[src/rtl/common_dffram_wport_arb_pkg.sv]
// rtl/common_dffram_wport_arb_pkg.sv - shared state encoding and requester count
package common_dffram_wport_arb_pkg;

   // Controller states: INIT runs the fill sweep, RUN arbitrates port A
   typedef enum logic {
      ST_INIT = 1'b0,
      ST_RUN  = 1'b1
   } state_t;

   // Number of write requesters sharing port A
   localparam int NUM_REQ = 2;

endpackage

[src/rtl/common_dffram_wport_arb_if.sv]
// rtl/common_dffram_wport_arb_if.sv - requester, read-steer and RAM port-A bundle
interface common_dffram_wport_arb_if #(
   parameter int DATA_W = 1,
   parameter int ADDR_W = 1
);
   logic              flush;
   logic              init_busy;
   logic              w0_valid;
   logic              w0_ready;
   logic [ADDR_W-1:0] w0_addr;
   logic [DATA_W-1:0] w0_data;
   logic              w1_valid;
   logic              w1_ready;
   logic [ADDR_W-1:0] w1_addr;
   logic [DATA_W-1:0] w1_data;
   logic [ADDR_W-1:0] rd_addra;
   logic              rd_a_valid;
   logic [ADDR_W-1:0] ram_addra;
   logic              ram_ena;
   logic              ram_wea;
   logic [DATA_W-1:0] ram_dina;

   // Controller side
   modport slave (
      input  flush, w0_valid, w0_addr, w0_data, w1_valid, w1_addr, w1_data, rd_addra,
      output init_busy, w0_ready, w1_ready, rd_a_valid, ram_addra, ram_ena, ram_wea, ram_dina
   );

   // Requester / environment side
   modport master (
      output flush, w0_valid, w0_addr, w0_data, w1_valid, w1_addr, w1_data, rd_addra,
      input  init_busy, w0_ready, w1_ready, rd_a_valid, ram_addra, ram_ena, ram_wea, ram_dina
   );
endinterface

[src/rtl/common_rr_arb2.sv]
// rtl/common_rr_arb2.sv - two-way round-robin arbiter with one-hot grant
module common_rr_arb2
   import common_dffram_wport_arb_pkg::*;
(
   input  logic               clk,
   input  logic               reset,
   input  logic [NUM_REQ-1:0] req,
   input  logic               advance,
   output logic [NUM_REQ-1:0] gnt
);

   // ptr=0 prefers requester 0 on contention, ptr=1 prefers requester 1
   logic ptr;

   // A lone request wins outright; contention is settled by the pointer
   always_comb begin
      gnt = req;
      if (req == 2'b11) begin
         gnt = ptr ? 2'b10 : 2'b01;
      end
   end

   // Pointer moves to the other requester only when a grant is taken
   always_ff @(posedge clk or negedge reset) begin
      if (!reset) begin
         ptr <= 1'b0;
      end else if (advance && (gnt != '0)) begin
         ptr <= gnt[0];
      end
   end

endmodule

[src/rtl/common_dffram_wport_arb.sv]
// rtl/common_dffram_wport_arb.sv - init sweep and write-port arbitration for the DFF RAM
module common_dffram_wport_arb
   import common_dffram_wport_arb_pkg::*;
#(
   parameter int                         RAM_DATA_WIDTH = 1,
   parameter int                         RAM_ADDR_WIDTH = 1,
   parameter logic [RAM_DATA_WIDTH-1:0]  FILL_VALUE     = '0
) (
   input  logic                     clk,
   input  logic                     reset,
   common_dffram_wport_arb_if.slave bus
);

   state_t                    state;
   state_t                    state_nxt;
   logic [RAM_ADDR_WIDTH-1:0] cnt;
   logic [RAM_ADDR_WIDTH-1:0] cnt_nxt;
   logic [NUM_REQ-1:0]        req;
   logic [NUM_REQ-1:0]        gnt;
   logic                      run_open;

   // Writers may only compete in RUN when no flush is being taken
   assign run_open = (state == ST_RUN) && !bus.flush;
   assign req      = {bus.w1_valid, bus.w0_valid} & {NUM_REQ{run_open}};

   common_rr_arb2 u_arb (
      .clk     (clk),
      .reset   (reset),
      .req     (req),
      .advance (run_open),
      .gnt     (gnt)
   );

   // State and sweep counter registers
   always_ff @(posedge clk or negedge reset) begin
      if (!reset) begin
         state <= ST_INIT;
         cnt   <= '0;
      end else begin
         state <= state_nxt;
         cnt   <= cnt_nxt;
      end
   end

   // Next state plus port-A steering: sweep write, granted write, or read
   always_comb begin
      state_nxt      = state;
      cnt_nxt        = cnt;
      bus.init_busy  = 1'b0;
      bus.w0_ready   = 1'b0;
      bus.w1_ready   = 1'b0;
      bus.rd_a_valid = 1'b0;
      bus.ram_ena    = 1'b1;
      bus.ram_wea    = 1'b0;
      bus.ram_addra  = bus.rd_addra;
      bus.ram_dina   = FILL_VALUE;
      case (state)
         ST_INIT: begin
            bus.init_busy = 1'b1;
            bus.ram_wea   = 1'b1;
            bus.ram_addra = cnt;
            cnt_nxt       = cnt + 1'b1;
            if (cnt == '1) begin
               state_nxt = ST_RUN;
               cnt_nxt   = '0;
            end
         end
         ST_RUN: begin
            if (bus.flush) begin
               bus.rd_a_valid = 1'b1;
               state_nxt      = ST_INIT;
               cnt_nxt        = '0;
            end else if (gnt[0]) begin
               bus.w0_ready  = 1'b1;
               bus.ram_wea   = 1'b1;
               bus.ram_addra = bus.w0_addr;
               bus.ram_dina  = bus.w0_data;
            end else if (gnt[1]) begin
               bus.w1_ready  = 1'b1;
               bus.ram_wea   = 1'b1;
               bus.ram_addra = bus.w1_addr;
               bus.ram_dina  = bus.w1_data;
            end else begin
               bus.rd_a_valid = 1'b1;
            end
         end
         default: begin
            state_nxt = ST_INIT;
            cnt_nxt   = '0;
         end
      endcase
   end

endmodule
[src/flat_wrapper.sv]
// flat-port wrapper written by rule: the top's interface ports become plain ports
module common_dffram_wport_arb_flat import common_dffram_wport_arb_pkg::*;
#(
   parameter int                         RAM_DATA_WIDTH = 1,
   parameter int                         RAM_ADDR_WIDTH = 1,
   parameter logic [RAM_DATA_WIDTH-1:0]  FILL_VALUE     = '0
)
  (clk, reset, bus_flush, bus_w0_valid, bus_w0_addr, bus_w0_data, bus_w1_valid, bus_w1_addr, bus_w1_data, bus_rd_addra, bus_init_busy, bus_w0_ready, bus_w1_ready, bus_rd_a_valid, bus_ram_addra, bus_ram_ena, bus_ram_wea, bus_ram_dina);
  common_dffram_wport_arb_if bus_i ();
  input  logic clk;
  input  logic reset;
  input wire logic [$bits(bus_i.flush)-1:0] bus_flush;
  input wire logic [$bits(bus_i.w0_valid)-1:0] bus_w0_valid;
  input wire logic [$bits(bus_i.w0_addr)-1:0] bus_w0_addr;
  input wire logic [$bits(bus_i.w0_data)-1:0] bus_w0_data;
  input wire logic [$bits(bus_i.w1_valid)-1:0] bus_w1_valid;
  input wire logic [$bits(bus_i.w1_addr)-1:0] bus_w1_addr;
  input wire logic [$bits(bus_i.w1_data)-1:0] bus_w1_data;
  input wire logic [$bits(bus_i.rd_addra)-1:0] bus_rd_addra;
  output wire logic [$bits(bus_i.init_busy)-1:0] bus_init_busy;
  output wire logic [$bits(bus_i.w0_ready)-1:0] bus_w0_ready;
  output wire logic [$bits(bus_i.w1_ready)-1:0] bus_w1_ready;
  output wire logic [$bits(bus_i.rd_a_valid)-1:0] bus_rd_a_valid;
  output wire logic [$bits(bus_i.ram_addra)-1:0] bus_ram_addra;
  output wire logic [$bits(bus_i.ram_ena)-1:0] bus_ram_ena;
  output wire logic [$bits(bus_i.ram_wea)-1:0] bus_ram_wea;
  output wire logic [$bits(bus_i.ram_dina)-1:0] bus_ram_dina;
  assign bus_i.flush = bus_flush;
  assign bus_i.w0_valid = bus_w0_valid;
  assign bus_i.w0_addr = bus_w0_addr;
  assign bus_i.w0_data = bus_w0_data;
  assign bus_i.w1_valid = bus_w1_valid;
  assign bus_i.w1_addr = bus_w1_addr;
  assign bus_i.w1_data = bus_w1_data;
  assign bus_i.rd_addra = bus_rd_addra;
  assign bus_init_busy = bus_i.init_busy;
  assign bus_w0_ready = bus_i.w0_ready;
  assign bus_w1_ready = bus_i.w1_ready;
  assign bus_rd_a_valid = bus_i.rd_a_valid;
  assign bus_ram_addra = bus_i.ram_addra;
  assign bus_ram_ena = bus_i.ram_ena;
  assign bus_ram_wea = bus_i.ram_wea;
  assign bus_ram_dina = bus_i.ram_dina;
  common_dffram_wport_arb #(.RAM_DATA_WIDTH(RAM_DATA_WIDTH), .RAM_ADDR_WIDTH(RAM_ADDR_WIDTH), .FILL_VALUE(FILL_VALUE)) u_core (.clk(clk), .reset(reset), .bus(bus_i));
endmodule
[config.mk]
export PLATFORM = sky130hd
export DESIGN_NAME = common_dffram_wport_arb_flat
export DESIGN_NICKNAME = d
export VERILOG_FILES = /design/src/rtl/common_dffram_wport_arb_pkg.sv /design/src/rtl/common_dffram_wport_arb_if.sv /design/src/rtl/common_rr_arb2.sv /design/src/rtl/common_dffram_wport_arb.sv /design/src/flat_wrapper.sv
export SDC_FILE = /design/constraint.sdc
export NUM_CORES = 1
export LEC_CHECK = 0
export ABC_CLOCK_PERIOD_IN_PS = 1100
export CAP_MARGIN = 10
export CORE_AREA = 2 2 39 41
export CTS_CLUSTER_DIAMETER = 60
export DETAILED_ROUTE_END_ITERATION = 10
export DIE_AREA = 0 0 41 43
export PLACE_DENSITY = 0.56
export SLEW_MARGIN = 10
export SYNTH_ARGS = -nofsm -noshare
export SYNTH_HDL_FRONTEND = slang
export SYNTH_SLANG_ARGS = --single-unit
[constraint.sdc]
create_clock -name clk -period 1.1 [get_ports clk]
set_clock_uncertainty 0.1 [all_clocks]
set_input_delay 0.165 -clock clk [delete_from_list [all_inputs] [get_ports clk]]
set_output_delay 0.165 -clock clk [all_outputs]
set_load 0.01 [all_outputs]
* Word-level counts from Yosys, hierarchy flattened
Cells that the tools add are included.
** Storage, ports and cells
- Flip-flop bits (word level) :: 3
- Bits in latches :: 0
- Memory bits (writable) :: 0
- ROM bits :: 0
- Output and inout bits :: 8
- Memories kept :: 0
** Cells by class
- Add/sub/neg operators :: 1
- Multipliers :: 0
- Divide/modulo/power cells :: 0
- Order comparisons :: 0
- Equal/unequal tests :: 2
- Shift-type cells :: 0
- Multiplexer cells :: 31
- Bitwise gates (word level) :: 2
- Reductions and logical operators :: 4
** Operator list (number)
- $mux 1 :: 25
- $pmux 1 s2 :: 4
- $mux 2 :: 2
- $and 2x2->2 :: 1
- $eq 2x2->1 const B :: 1
- $logic_and 1x1->1 :: 2
- $ne 2x2->1 const B :: 1
- $reduce_bool 2->1 :: 1
- $add 1x1->1 const B :: 1
- $logic_not 1->1 :: 1
- $not 1->1 :: 1

* Logic depth before layout (Yosys ltp)
Gate-level depths: netlist (run 1).
- Depth after elaboration :: 9
- Gate-level depth with buffers :: 4

* By module
A second synthesis (run 1) with hierarchy kept.
** Unflattened totals
- Cell total of the unflattened synthesis :: 30
- Area, all modules :: 229.0 um2
** Modules (own cells, without submodules)
- common_dffram_wport_arb :: times used 1, cells an instance 24, area an instance 173.9 um2, sequential area each 50.0 um2
- common_rr_arb2 :: times used 1, cells an instance 6, area an instance 55.1 um2, sequential area each 25.0 um2

* Worst setup path before layout (run 1)
Ideal clock, no wire load.
- Path kind :: reg2out
- Start :: register u_core.state
- End :: output bus_ram_addra
- Arrival time :: 1.035 ns
- Required time :: 0.835 ns
- Slack :: -0.200 ns
- Cell stages (with the launch flop) :: 5
- Path buffers :: 1
- Cells stage by stage :: dfrtp_1 -> buf_6 -> nand3b_1 -> a21oi_2 -> a221o_1
** Between the ends
- Word-level cells in the longest chain between the ends :: 8
- Elaborated cells on any way between the ends :: 9
- Those cells by class :: eq/ne (1); mux (5); bitwise (2); reduce/logical (1)
** Ends and longest elaborated chain
- from (decl) :: line common_dffram_wport_arb.sv:14 : state_t state;
- from (signal assigned) :: line common_dffram_wport_arb.sv:40 : state <= state_nxt;
- $logic_and 1x1->1 :: line common_dffram_wport_arb.sv:23 : assign run_open = (state == ST_RUN) && !bus.flush;
- $and 2x2->2 :: line common_dffram_wport_arb.sv:24 : assign req = {bus.w1_valid, bus.w0_valid} & {NUM_REQ{run_open}};
- $eq 2x2->1 :: line common_rr_arb2.sv:18 : if (req == 2'b11) begin
- $mux 2 :: line common_rr_arb2.sv:18
- $mux 1 :: line common_dffram_wport_arb.sv:78 : end else if (gnt[1]) begin
- $mux 1 :: line common_dffram_wport_arb.sv:73 : end else if (gnt[0]) begin
- $mux 1 :: line common_dffram_wport_arb.sv:69 : if (bus.flush) begin
- $pmux 1 s2 (*) :: line common_dffram_wport_arb.sv:57 : case (state)
- to (decl) :: line flat_wrapper.sv:24 : output wire logic [$bits(bus_i.ram_addra)-1:0] bus_ram_addra;
Every way passes the cells marked *; elsewhere a longest branch is shown, timed or not.

* Worst setup path after layout (run 1)
Ends and elaborated chain as after synthesis.

==> results of run 1 <==
## Yosys cell counts
| library cell | number | area share [%] |
|---|---|---|
| dfrtp_1 | 3 | 34 |
| inv_1 | 3 | 5.1 |
| nand3b_1 | 3 | 10 |
| a21oi_2 | 2 | 8.0 |
| o21ai_0 | 2 | 4.5 |
| a21oi_1 | 1 | 2.3 |
| a221o_1 | 1 | 4.5 |
| a22o_1 | 1 | 4.0 |
| a31o_1 | 1 | 4.0 |
| and2_2 | 1 | 3.4 |
| buf_4 | 1 | 3.4 |
| buf_6 | 1 | 5.1 |
| conb_1 | 1 | 1.7 |
| nand2_1 | 1 | 1.7 |
| nor2_1 | 1 | 1.7 |
| nor2b_1 | 1 | 2.8 |
| o21bai_1 | 1 | 3.4 |
## layout by cell type, fill, tap and decap left out, drive strengths merged
cell type	count
clkdlybuf4s50	6
a22o	1
a21oi	3
conb	1
o21bai	1
nand2	1
o21ai	2
buf	21
and2	1
nor2	1
a31o	1
nor2b	1
clkbuf	4
dfrtp	3
a221o	1
inv	3
nand3b	3
dlygate4sd2	3
## registers in the layout, indices dropped and copies added, names as in the netlist
register and cells:
u_core.state 1, u_core.cnt 1, u_core.u_arb.ptr 1
## final cells by class
cell class,count,share of cell area [%]
clock buffer,4,5.16
sequential,3,15.0
tap,16,3.93
multi-input combinational,17,22.9
timing repair buffer,30,50.9
inverter,3,2.21
## power groups by stage
stage	Combinational [mW]	Sequential [mW]	Clock, mW
floorplan	0.275	0.203	0
global placement	0.535	0.223	0
detailed placement	0.536	0.225	0
CTS	0.585	0.218	0.202
global route	0.743	0.235	0.211
finish	0.659	0.223	0.190
## repair_timing
action	in CTS	in global routing
endpoints found under the setup margin	7	7
gates resized for setup	35	5
endpoints found under the hold margin	0	0
pin swaps	3	2
buffers inserted	6	2
## worst max-delay path, cell delays in order (launching register included)
cell,delay (ps)
dfrtp_2,420
nand3b_1,120
a21oi_2,60
buf_4,130
a221o_1,290
buf_2,140
## per-layer routing
metal / vias to the layer above / track usage, %
li1: 149 / -
met1: 120 / 8.47
met2: 13 / 11.6
met3: 0 / 1.57
met4: 0 / 8.00
met5: - / 0
## final timing paths
check / endpoint / slack, ps / depth (start not counted)
worst max-delay path: bus_ram_addra / -550 / 5
worst min-delay path: u_core.cnt$_DFFE_PN0P_ / 20 / 1
worst max register to register: u_core.u_arb.ptr$_DFFE_PN0P_ / 110 / 4
worst min register to register: u_core.u_arb.ptr$_DFFE_PN0P_ / 430 / 1
max in group asynchronous: u_core.state$_DFF_PN0_ / 730 / 1
min in group clk: u_core.state$_DFF_PN0_ / 220 / 2
## logic make-up after synthesis
| logic type | share of synthesized area, % |
|---|---|
| AND/OR/NAND/NOR | 19.9 |
| other | 1.70 |
| AO/OA/AOI/OAI | 30.7 |
| flip-flops | 34.1 |
| buffers and inverters | 13.6 |
==> out/metrics.yaml, run 1 <==
syn-num-nets: 35
multi_input_area_um2: 116
overflow: 0
chipWidth_um: 41
totalWireLength_um: 580
crit_required_ps: 830
startpoint: "u_core.state$_DFF_PN0_"
route.met3.wl_um: 68
hp-class: "in -> async"
power_frac_comb_pct: 61.5
clock_latency_ps: 230
netlist_area_um2: 220
cts-hold-fix-buffers: 0
cts-htree-levels: 1
sw_frac_of_total_pct: 32.2
clkTransAtPathRegs_ps: 40
pwr-share-clk_pct: 17.7
dp_hpwl_um: 431
route.detailed.drc: 0
maxSlewViolCount: 0
first_pass_iters: 2
violations: "setup timing"
hold_violations: 0
highest_layer: "met3"
wl_met2_um: 276
syn_avg_cell_area_um2: 8.81
max-cap-violations: 0
nFillCells: 151
placementRows: 14
clockBufferDepth: 2
finalPower_mw: 1.07
cp-start-kind: "register"
cp_max_fo: 5
port-buffer-count: 16
fin_ws_ps: -548
routedWlPerCell_um: 7.95
power_density_nw_per_um2: 2110
setup_violations: 7
clock-sinks: 3
cts_tree: "yes"
placed_cells: 61
antenna_cells: 0
postPlaceCellArea_um2: 427
period_share_pct: 150
fin_hold_ws_ps: 18.3
internal_power_mw: 0.727
die_area_um2: 1760
final_nets: 68
syn_inst: 25
ys_ff_latch: 3
p_leak_nw: 0.251
yosys_warnings: 0
fp.dieH_um: 43
postLayoutCoreUtil_pct: 36.8
worstSetupPathType: "reg -> out"
grt_usage_pct: 7.86
finalNonFillerCells: 73
viasPerCell: 3.86
ant_nets: 0
first_iter_violations: 3
status: "complete, but fails checks"
num_vias: 282
p_seq_share_pct: 20.8
io_pins: 18
root_buffer: "clkbuf_4"
grt_pass1_wl_um: 890
period_minus_slack_ps: 1650
gp_congestion: 0.586
grt_pass1_vias: 243
setup_tns_ps: -2630
p_switching_mw: 0.346
r2r-start: "u_core.state$_DFF_PN0_"
place_ws_ps: -932
worstPathArrival_ps: 1380
cts_made_buffers: 3
drt-met1-wl_um: 236
start_util_pct: 15.9
coreArea_um2: 1380
antenna_found_initial: 0
critical_path.endpoint_type: "output pin"
seq_area_frac_synth_pct: 34.1
seqCellArea_um2: 76.3
syn_to_final_growth_pct: 131
fin_area_um2: 509
grt_max_degree: 6
rsz0062_at_grt: "yes"
ir_worst_vdd_mv: 0.947
max_freq_mhz: 607
layout-drive-gt1-share_pct: 50.9
synth_cell_type_count: 17
Note: power is estimated with default switching activity, not from simulation.
==> inputs of run 2 (changes only) <==
--- a/config.mk
+++ b/config.mk
@@ -12,4 +12,5 @@
 export DETAILED_ROUTE_END_ITERATION = 10
 export DIE_AREA = 0 0 41 43
+export GPL_TIMING_DRIVEN = 0
 export PLACE_DENSITY = 0.56
 export SLEW_MARGIN = 10
==> constraint.sdc (replaced) <==
create_clock -name clk -period 1.1 [get_ports clk]
set_clock_uncertainty 0.1 [all_clocks]
set_input_delay 0.165 -clock clk [delete_from_list [all_inputs] [get_ports clk]]
set_output_delay 0.165 -clock clk [all_outputs]
set_load 0.02 [all_outputs]
==> run 2 against run 1 <==
Effect of this change:
- the flow still finishes with violations (setup timing)
- final cell count is 9.6% lower
- cell area is 2.9% lower
- global-route usage is 0.41 points lower
- register-to-register slack worse by 160 ps
- combinational power is 13% higher
- critical endpoint unchanged
- flip-flop and latch count stayed put
- first-iteration DRC count is 100% lower
- count of clock-buffer cells in the layout stayed put
- via count is 8.5% lower
- core utilization is 1.1 points lower
- non-clock buffer count is 7 lower
==> out/metrics.yaml, run 2 (synthesis results as in run 1) <==
cts-htree-levels: 1  # unchanged
critical_path.endpoint_type: "output pin"
antenna_cells: 0  # unchanged
cp-endpoint: "bus_ram_addra"
timing.rr.end: "u_core.state$_DFF_PN0_"
dp_hpwl_um: 438  # +1.6%
chipWidth_um: 41  # unchanged
ir_worst_vdd_mv: 0.805  # -15%
cts-hold-fix-buffers: 0  # unchanged
routedWlPerCell_um: 9.59  # +21%
fp.dieH_um: 43  # unchanged
fin_hold_ws_ps: 15.8  # -2.53 ps
coreArea_um2: 1380  # unchanged
rsz0062_at_grt: "yes"
layout-drive-gt1-share_pct: 46.0  # -4.9 points
cp-start-kind: "register"
final_nets: 61  # -10%
postPlaceCellArea_um2: 415  # -2.6%
max_freq_mhz: 623  # +2.6%
setup_tns_ps: -2380  # +255 ps
clock-sinks: 3  # unchanged
ant_nets: 0  # unchanged
grt_max_degree: 6  # unchanged
nFillCells: 155  # +2.6%
cts_made_buffers: 3  # unchanged
route.detailed.drc: 0  # unchanged
first_pass_iters: 1  # -1
maxSlewViolCount: 0  # unchanged
crit_required_ps: 830  # about the same
hp-class: "in -> async"
startpoint: "u_core.cnt$_DFFE_PN0P_"
fin_area_um2: 494  # -2.9%
r2r-start: "u_core.state$_DFF_PN0_"
clockBufferDepth: 2  # unchanged
die_area_um2: 1760  # unchanged
root_buffer: "clkbuf_4"
cts_tree: "yes"
hold_violations: 0  # unchanged
setup_violations: 8  # +1
grt_pass1_wl_um: 855  # -3.9%
status: "complete, but fails checks"
rrSetupSlack_ps: -50  # -160 ps
period_share_pct: 146  # -3.9 points
reg_top3: "u_core.cnt (1), u_core.state (1), u_core.u_arb.ptr (1)"
io_pins: 18  # unchanged
fin_ws_ps: -506  # +42.4 ps
grt_usage_pct: 7.45  # -0.41 points
port-buffer-count: 16  # unchanged
gp_congestion: 0.599  # +2.2%
p_leak_nw: 0.222  # -11%
worstSetupPathType: "reg -> out"
power_density_nw_per_um2: 2390  # +13%
overflow: 0  # unchanged
max-cap-violations: 0  # unchanged
clock_latency_ps: 230  # about the same
num_vias: 258  # -8.5%
mostFrequentLayoutCell: "buf_6"
postLayoutCoreUtil_pct: 35.7  # -1.1 points
worst_r2r_path_depth: 5  # +1
period_minus_slack_ps: 1610  # -42.4 ps
clkTransAtPathRegs_ps: 40  # about the same
cp_max_fo: 4  # -1
syn_to_final_growth_pct: 124
first_iter_violations: 0  # -3
viasPerCell: 3.91  # +1.2%
antenna_found_initial: 0  # unchanged
start_util_pct: 15.9  # unchanged
placementRows: 14  # unchanged
final_cell_mix: "buf_6 (10), clkdlybuf4s50_1 (6), buf_4 (4)"
grt_pass1_vias: 231  # -4.9%
totalWireLength_um: 633  # +9.1%
worstPathArrival_ps: 1340  # -40 ps
violations: "setup timing"
==> run 2: cell count changes in the layout (fill, tap and decap cells not counted), sizes merged <==
cell / delta
buf: -7
==> run 2: worst min path at each step <==
stage,slack [ps],end,cells after the start,start
after detailed placement,260,u_core.cnt$_DFFE_PN0P_,1,reset
after global placement,260,u_core.state$_DFF_PN0_,1,reset
after CTS,7,u_core.state$_DFF_PN0_,1,reset
after global routing,10,u_core.u_arb.ptr$_DFFE_PN0P_,1,reset
final,20,u_core.u_arb.ptr$_DFFE_PN0P_,1,reset
after floorplan,-230,u_core.cnt$_DFFE_PN0P_,0,reset
==> run 2: repair_timing <==
action	CTS	global route
pin swaps	0	1
buffers inserted	2	4
gates resized for setup	43	10
setup endpoints to repair	7	8
==> run 2: layer usage <==
metal	track usage (%)	vias to the layer above	part of all wire, %
met5	0	-	0
met4	8.00	0	0
met3	2.09	0	11
met2	9.38	12	49
met1	9.09	110	40
li1	-	136	-
==> run 2: worst max-delay path, stage by stage, from the launching register on <==
cell,delay [ps]
dfrtp_1,390
nor2b_1,140
a31o_1,180
a221o_1,270
buf_6,130
==> run 2: report_power, final <==
part / switching (mW) / internal [mW]
logic: 0.319 / 0.427
clock network: 0.0558 / 0.136
registers: 0.0728 / 0.171
total: 0.448 / 0.734
==> run 2: stage by stage <==
| stage | setup WS (ps) | instances | power (mW) |
|---|---|---|---|
| 6_report | -506 | 66 | 1.18 |
| 5_1_grt | -556 | 66 | 1.28 |
| 4_1_cts | -548 | 63 | 1.12 |
| 3_5_place_dp | -1010 | 57 | 0.812 |
| 3_3_place_gp | -1010 | 57 | 0.799 |
| 2_1_floorplan | -256 | 25 | 0.571 |
==> run 2: layout make-up <==
cell class	count	area (um2)	area share, %
inverter	3	11.3	2.28
tap	16	20.0	4.05
timing repair buffer	22	221	44.8
sequential	3	76.3	15.4
multi-input combinational	17	131	26.6
clock buffer	4	26.3	5.32
buffer	1	7.51	1.52
